[src/rtl/corr_pkg.sv]
// Shared state type and pair-count sizing helpers for the correlator sequencer.
package corr_pkg;

  typedef enum logic [1:0] {
    IDLE  = 2'd0,
    RUN   = 2'd1,
    DRAIN = 2'd2,
    DONE  = 2'd3
  } corr_state_t;

  // Number of unordered antenna pairs including autocorrelations (a<=b).
  function automatic int npairs(input int antennas);
    return antennas * (antennas + 1) / 2;
  endfunction

  function automatic int pair_bits(input int antennas);
    return (npairs(antennas) > 1) ? $clog2(npairs(antennas)) : 1;
  endfunction

endpackage

[src/rtl/pair_counter.sv]
// Triangular (a,b) antenna-pair walker with a linear pair index.
// Order is (0,0),(0,1)..(0,N-1),(1,1)..(N-1,N-1); advancing past the last pair wraps to (0,0).
module pair_counter
  import corr_pkg::*;
#(
  parameter int ANTENNAS = 4,
  parameter int ABITS    = 2,
  parameter int PBITS    = pair_bits(ANTENNAS)
) (
  input  logic             clock,
  input  logic             reset,
  input  logic             clear_i,
  input  logic             advance_i,
  output logic [ABITS-1:0] a_o,
  output logic [ABITS-1:0] b_o,
  output logic [PBITS-1:0] pair_o,
  output logic             auto_o,
  output logic             last_pair_o
);

  localparam logic [ABITS-1:0] A_MAX = ABITS'(ANTENNAS - 1);
  localparam logic [PBITS-1:0] P_MAX = PBITS'(npairs(ANTENNAS) - 1);

  logic [ABITS-1:0] r_a;
  logic [ABITS-1:0] r_b;
  logic [PBITS-1:0] r_pair;

  always_ff @(posedge clock) begin
    if (reset || clear_i) begin
      r_a    <= '0;
      r_b    <= '0;
      r_pair <= '0;
    end else if (advance_i) begin
      if (r_pair == P_MAX) begin
        r_a    <= '0;
        r_b    <= '0;
        r_pair <= '0;
      end else if (r_b == A_MAX) begin
        // Row finished: next row starts on its own autocorrelation.
        r_a    <= r_a + 1'b1;
        r_b    <= r_a + 1'b1;
        r_pair <= r_pair + 1'b1;
      end else begin
        r_b    <= r_b + 1'b1;
        r_pair <= r_pair + 1'b1;
      end
    end
  end

  assign a_o         = r_a;
  assign b_o         = r_b;
  assign pair_o      = r_pair;
  assign auto_o      = (r_a == r_b);
  assign last_pair_o = (r_pair == P_MAX);

endmodule

[src/rtl/correlator_sequencer.sv]
// Walks one correlate unit over every antenna pair: issues sample-buffer reads, then
// the valid/first/last/auto strobes and selects one clock later, aligned to read data.
module correlator_sequencer
  import corr_pkg::*;
#(
  parameter int ANTENNAS = 4,
  parameter int SAMPLES  = 16,
  parameter int SBITS    = 4,
  parameter int ABITS    = 2,
  parameter int PBITS    = pair_bits(ANTENNAS)
) (
  input  logic             clock,
  input  logic             reset,
  input  logic             start_i,
  input  logic             stall_i,
  output logic             busy_o,
  output logic             done_o,
  output logic             rd_o,
  output logic [SBITS-1:0] raddr_o,
  output logic             valid_o,
  output logic             first_o,
  output logic             last_o,
  output logic             auto_o,
  output logic [ABITS-1:0] asel_o,
  output logic [ABITS-1:0] bsel_o,
  output logic [PBITS-1:0] pair_o
);

  // Compare against SAMPLES-1 rather than the counter's full range.
  localparam logic [SBITS-1:0] T_MAX = SBITS'(SAMPLES - 1);

  corr_state_t      r_state;
  logic             r_busy;
  logic             r_done;
  logic             r_end;
  logic [SBITS-1:0] r_t;

  logic             r_rd;
  logic [SBITS-1:0] r_raddr;
  logic             r_first_iss;
  logic             r_last_iss;
  logic             r_auto_iss;
  logic [ABITS-1:0] r_asel_iss;
  logic [ABITS-1:0] r_bsel_iss;
  logic [PBITS-1:0] r_pair_iss;

  logic             r_valid;
  logic             r_first;
  logic             r_last;
  logic             r_auto;
  logic [ABITS-1:0] r_asel;
  logic [ABITS-1:0] r_bsel;
  logic [PBITS-1:0] r_pair;

  logic             w_start;
  logic             w_issue;
  logic             w_t_last;
  logic             w_advance;
  logic [ABITS-1:0] w_a;
  logic [ABITS-1:0] w_b;
  logic [PBITS-1:0] w_pair;
  logic             w_auto;
  logic             w_last_pair;

  assign w_start   = (r_state == IDLE) && start_i;
  assign w_issue   = (r_state == RUN) && !r_end && !stall_i;
  assign w_t_last  = (r_t == T_MAX);
  assign w_advance = w_issue && w_t_last;

  pair_counter #(
    .ANTENNAS (ANTENNAS),
    .ABITS    (ABITS),
    .PBITS    (PBITS)
  ) u_pair_counter (
    .clock       (clock),
    .reset       (reset),
    .clear_i     (w_start),
    .advance_i   (w_advance),
    .a_o         (w_a),
    .b_o         (w_b),
    .pair_o      (w_pair),
    .auto_o      (w_auto),
    .last_pair_o (w_last_pair)
  );

  // FSM plus issue stage; r_end marks that every read of the pass has gone out.
  always_ff @(posedge clock) begin
    if (reset) begin
      r_state     <= IDLE;
      r_busy      <= 1'b0;
      r_done      <= 1'b0;
      r_end       <= 1'b0;
      r_t         <= '0;
      r_rd        <= 1'b0;
      r_raddr     <= '0;
      r_first_iss <= 1'b0;
      r_last_iss  <= 1'b0;
      r_auto_iss  <= 1'b0;
      r_asel_iss  <= '0;
      r_bsel_iss  <= '0;
      r_pair_iss  <= '0;
    end else begin
      r_rd        <= 1'b0;
      r_raddr     <= '0;
      r_first_iss <= 1'b0;
      r_last_iss  <= 1'b0;
      r_auto_iss  <= 1'b0;
      r_asel_iss  <= '0;
      r_bsel_iss  <= '0;
      r_pair_iss  <= '0;
      r_done      <= 1'b0;
      case (r_state)
        IDLE: begin
          if (start_i) begin
            r_state <= RUN;
            r_busy  <= 1'b1;
            r_end   <= 1'b0;
            r_t     <= '0;
          end
        end
        RUN: begin
          if (r_end) begin
            r_state <= DRAIN;
            r_end   <= 1'b0;
          end else if (!stall_i) begin
            r_rd        <= 1'b1;
            r_raddr     <= r_t;
            r_first_iss <= (r_t == '0);
            r_last_iss  <= w_t_last;
            r_auto_iss  <= w_auto;
            r_asel_iss  <= w_a;
            r_bsel_iss  <= w_b;
            r_pair_iss  <= w_pair;
            if (w_t_last) begin
              r_t <= '0;
              if (w_last_pair) begin
                r_end <= 1'b1;
              end
            end else begin
              r_t <= r_t + 1'b1;
            end
          end
        end
        DRAIN: begin
          r_state <= DONE;
          r_busy  <= 1'b0;
          r_done  <= 1'b1;
        end
        DONE: begin
          r_state <= IDLE;
        end
        default: begin
          r_state <= IDLE;
          r_busy  <= 1'b0;
        end
      endcase
    end
  end

  // Strobe stage: one clock behind the read so strobes line up with buffer data.
  always_ff @(posedge clock) begin
    if (reset) begin
      r_valid <= 1'b0;
      r_first <= 1'b0;
      r_last  <= 1'b0;
      r_auto  <= 1'b0;
      r_asel  <= '0;
      r_bsel  <= '0;
      r_pair  <= '0;
    end else begin
      r_valid <= r_rd;
      r_first <= r_first_iss;
      r_last  <= r_last_iss;
      r_auto  <= r_auto_iss;
      r_asel  <= r_asel_iss;
      r_bsel  <= r_bsel_iss;
      r_pair  <= r_pair_iss;
    end
  end

  assign busy_o  = r_busy;
  assign done_o  = r_done;
  assign rd_o    = r_rd;
  assign raddr_o = r_raddr;
  assign valid_o = r_valid;
  assign first_o = r_first;
  assign last_o  = r_last;
  assign auto_o  = r_auto;
  assign asel_o  = r_asel;
  assign bsel_o  = r_bsel;
  assign pair_o  = r_pair;

endmodule

[config.mk]
export PLATFORM = sky130hd
export DESIGN_NAME = correlator_sequencer
export DESIGN_NICKNAME = d
export VERILOG_FILES = /design/src/rtl/corr_pkg.sv /design/src/rtl/pair_counter.sv /design/src/rtl/correlator_sequencer.sv
export SDC_FILE = /design/constraint.sdc
export NUM_CORES = 1
export LEC_CHECK = 0
export ABC_AREA = 1
export BUFFER_PORTS_ARGS = -buffer_cell sky130_fd_sc_hd__buf_4
export CORE_MARGIN = 8
export CORE_UTILIZATION = 60
export CTS_BUF_LIST = sky130_fd_sc_hd__clkbuf_2
export CTS_CLUSTER_SIZE = 28
export DETAILED_ROUTE_END_ITERATION = 16
export PLACE_DENSITY = 0.82
export SYNTH_ARGS = -nofsm -noshare
export SYNTH_HDL_FRONTEND = slang
export SYNTH_HIERARCHICAL = 1
export SYNTH_SLANG_ARGS = --single-unit
[constraint.sdc]
create_clock -name clock -period 2.51 [get_ports clock]
set_clock_uncertainty 0.1 [all_clocks]
set_input_delay 0.1255 -clock clock [delete_from_list [all_inputs] [get_ports clock]]
set_output_delay 0.1255 -clock clock [all_outputs]
set_load 0.01 [all_outputs]
==> results.json <==
{
  "dieArea_mm2": 0.00502,
  "seq_area_um2": 901,
  "grt_pass1_vias": 1187,
  "syn_nets": 229,
  "critPathKind": "register to register",
  "rr_startpoint": "r_state[1]",
  "worstPathArrival_ns": 2.14,
  "worst_slew_pin_slew_ns": 0.376,
  "wl_per_cell_um": 10.3,
  "avgSynthCellArea_um2": 8.24,
  "slew_violations": 0,
  "ys_types": 28,
  "yosysWarnings": 6,
  "grt-ovfl-total": 0,
  "die_w_um": 70.9,
  "place.gp.congestion": 0.884,
  "synth_top_area_share_pct": 49.9,
  "ys_ff_latch": 45,
  "area_growth_syn_to_layout_pct": 16.2,
  "reg2reg_depth": 12,
  "synth_flop_cell": "dfxtp_1",
  "setup_viol": 0,
  "rsz0062_at_grt": "false",
  "dp_hpwl_um": 2140,
  "ant_nets": 0,
  "grt_max_degree": 21,
  "numClockSinks": 45,
  "syn_area_mm2": 0.00181,
  "via_per_inst": 4.74,
  "r2r_end": "u_pair_counter/pair_o[3]",
  "fillers": 262,
  "final_nets": 259,
  "synth_edf_count": 0,
  "finalSetupTns_ns": 0,
  "yosys.area.top_type": "dfxtp_1",
  "multi_input_comb_area_um2": 693,
  "drt_pre_antenna_iters": 4,
  "synth_cells": 219,
  "final_area_mm2": 0.00210,
  "core_mm2": 0.00295,
  "powerDensity_mw_per_mm2": 762,
  "vias": 1342,
  "ios": 23,
  "cp.required_ns": 2.73,
  "post-route-min-period_ns": 1.92,
  "wl_um": 2920,
  "synth.area.top_cells": "dfxtp_1 50%, inv_1 9.4%, nand2_1 5.8%",
  "yosysSeqAreaShare_pct": 49.9,
  "grt_pass1_wl_um": 4980,
  "htreeDepth": 2,
  "initial_utilization_pct": 61.1,
  "cp_max_fo": 12,
  "hold_buffers": 4,
  "synthTopCellsByCount": "45 x dfxtp_1, 45 x inv_1, 28 x nand2_1, 25 x nor2_1, 11 x nor2_2",
  "cts_buffer_depth": 2,
  "synthArstFlopShare_pct": 0,
  "fin_hold_ws_ns": 0.316,
  "fmax_mhz": 519,
  "rrSetupSlack_ns": 0.59,
  "clkTransAtPathRegs_ns": 0.22,
  "place_area_mm2": 0.00199,
  "clockRootBuffer": "clkbuf_2",
  "cp-startpoint": "r_state[1]",
  "fin_util_pct": 71.1,
  "drt-initial-drc-count": 75,
  "ir_drop_mv": 0.512,
  "diodes": 0,
  "cts_setup_buffers": 0,
  "crit_end": "u_pair_counter/pair_o[3]",
  "min_period_over_period_pct": 76.7,
  "maxSlewHeadroom_pct": 74.8,
  "die_h_um": 70.9,
  "hold_violations": 0,
  "cts_tree": "done",
  "antenna_found_initial": 0,
  "power.leakage_nw": 0.944,
  "end_kind": "register",
  "outcome": "complete, no violations",
  "drv_cap": 0,
  "num_rows": 20,
  "startpoint_type": "register",
  "drive_gt1_share_pct": 25.2,
  "cts_resized": 0,
  "cts_buffers": 5,
  "holdCritPathClass": "register to register",
  "drcViolationCount": 0,
  "clkLatencyLatePin_ns": 0.39,
  "grt_usage_pct": 12.1,
  "portBuffers": 22
}
-- stage by stage --
step,instances,setup WS [ns],power (mW)
finish,283,0.585,1.60
global route,283,0.472,1.69
CTS,283,0.591,1.61
detailed placement,271,0.624,1.23
global placement,271,0.727,1.21
floorplan,219,0.930,1.13
-- per-layer routing --
metal / vias to the layer above / global-route usage, % / share of wire, %
met5: - / 0 / 0
met4: 0 / 5.77 / 2.2
met3: 8 / 5.51 / 7.5
met2: 33 / 18.2 / 45
met1: 586 / 14.2 / 45
li1: 715 / - / -
-- placed cells by master, fill, tap and decap left out, types with 2 or more instances in the layout --
cell type / instances
a21oi_1: 10
a21oi_2: 3
buf_4: 23
clkbuf_2: 5
dfxtp_1: 45
dlygate4sd3_1: 4
ha_1: 6
inv_1: 45
inv_2: 4
nand2_1: 28
nand2_2: 6
nand2_4: 3
nand3_1: 6
nor2_1: 25
nor2_2: 11
nor2_4: 4
o21ai_0: 7
o21ai_1: 2
xor2_1: 2
-- cell type report --
cell class	count	share of cell area (%)
clock inverter	3	1.97
clock buffer	5	1.19
multi-input combinational	121	33.0
timing repair buffer	27	10.1
inverter	49	8.77
sequential	45	42.9
tap	33	1.97
-- kinds of logic (layout without fill, tap and decap cells) --
logic type	after synthesis	after routing	share of synthesized area, %
XOR/XNOR	2	2	0.970
flip-flops	45	45	49.9
adder cells (fa/ha/maj)	6	6	4.16
AND/OR/NAND/NOR	87	87	24.7
AO/OA/AOI/OAI	26	26	8.52
buffers and inverters	53	84	11.7
-- worst max-delay path, stage by stage, from the launching register on --
cell     delay, ns
dfxtp_1       0.36
inv_1         0.09
ha_1          0.28
nand2_2       0.12
nor3_2        0.16
buf_4         0.19
nand2_1       0.08
inv_1         0.08
nand2_1       0.10
nor2_2        0.12
nand2_1       0.06
nand2_1       0.06
nor2_1        0.04
-- state kept, by name, indices dropped and copies added, names as in the netlist, 2 cells and up --
name,cells
asel_o,2
bsel_o,2
raddr_o,4
u_pair_counter/pair_o,4
r_pair_iss,4
r_t,4
u_pair_counter/a_o,2
u_pair_counter/b_o,2
r_bsel_iss,2
r_state,2
pair_o,4
r_asel_iss,2
-- where the power goes --
group | total (mW) | internal (mW) | switching, mW | leakage, nW
logic | 0.424 | 0.147 | 0.277 | 0.544
registers | 0.791 | 0.764 | 0.0272 | 0.364
clock network | 0.384 | 0.165 | 0.219 | 0.0366
total | 1.60 | 1.08 | 0.523 | 0.944
-- worst min-delay path by stage --
stage             startpoint          to  cells after the start
2_1_floorplan        stall_i  r_last_iss                      1
3_3_place_gp         stall_i  r_last_iss                      2
3_5_place_dp         stall_i  r_last_iss                      2
4_1_cts           r_auto_iss      auto_o                      2
5_1_grt        r_bsel_iss[1]   bsel_o[1]                      2
6_report          r_auto_iss      auto_o                      2
Power figures use the tool's default switching activity.
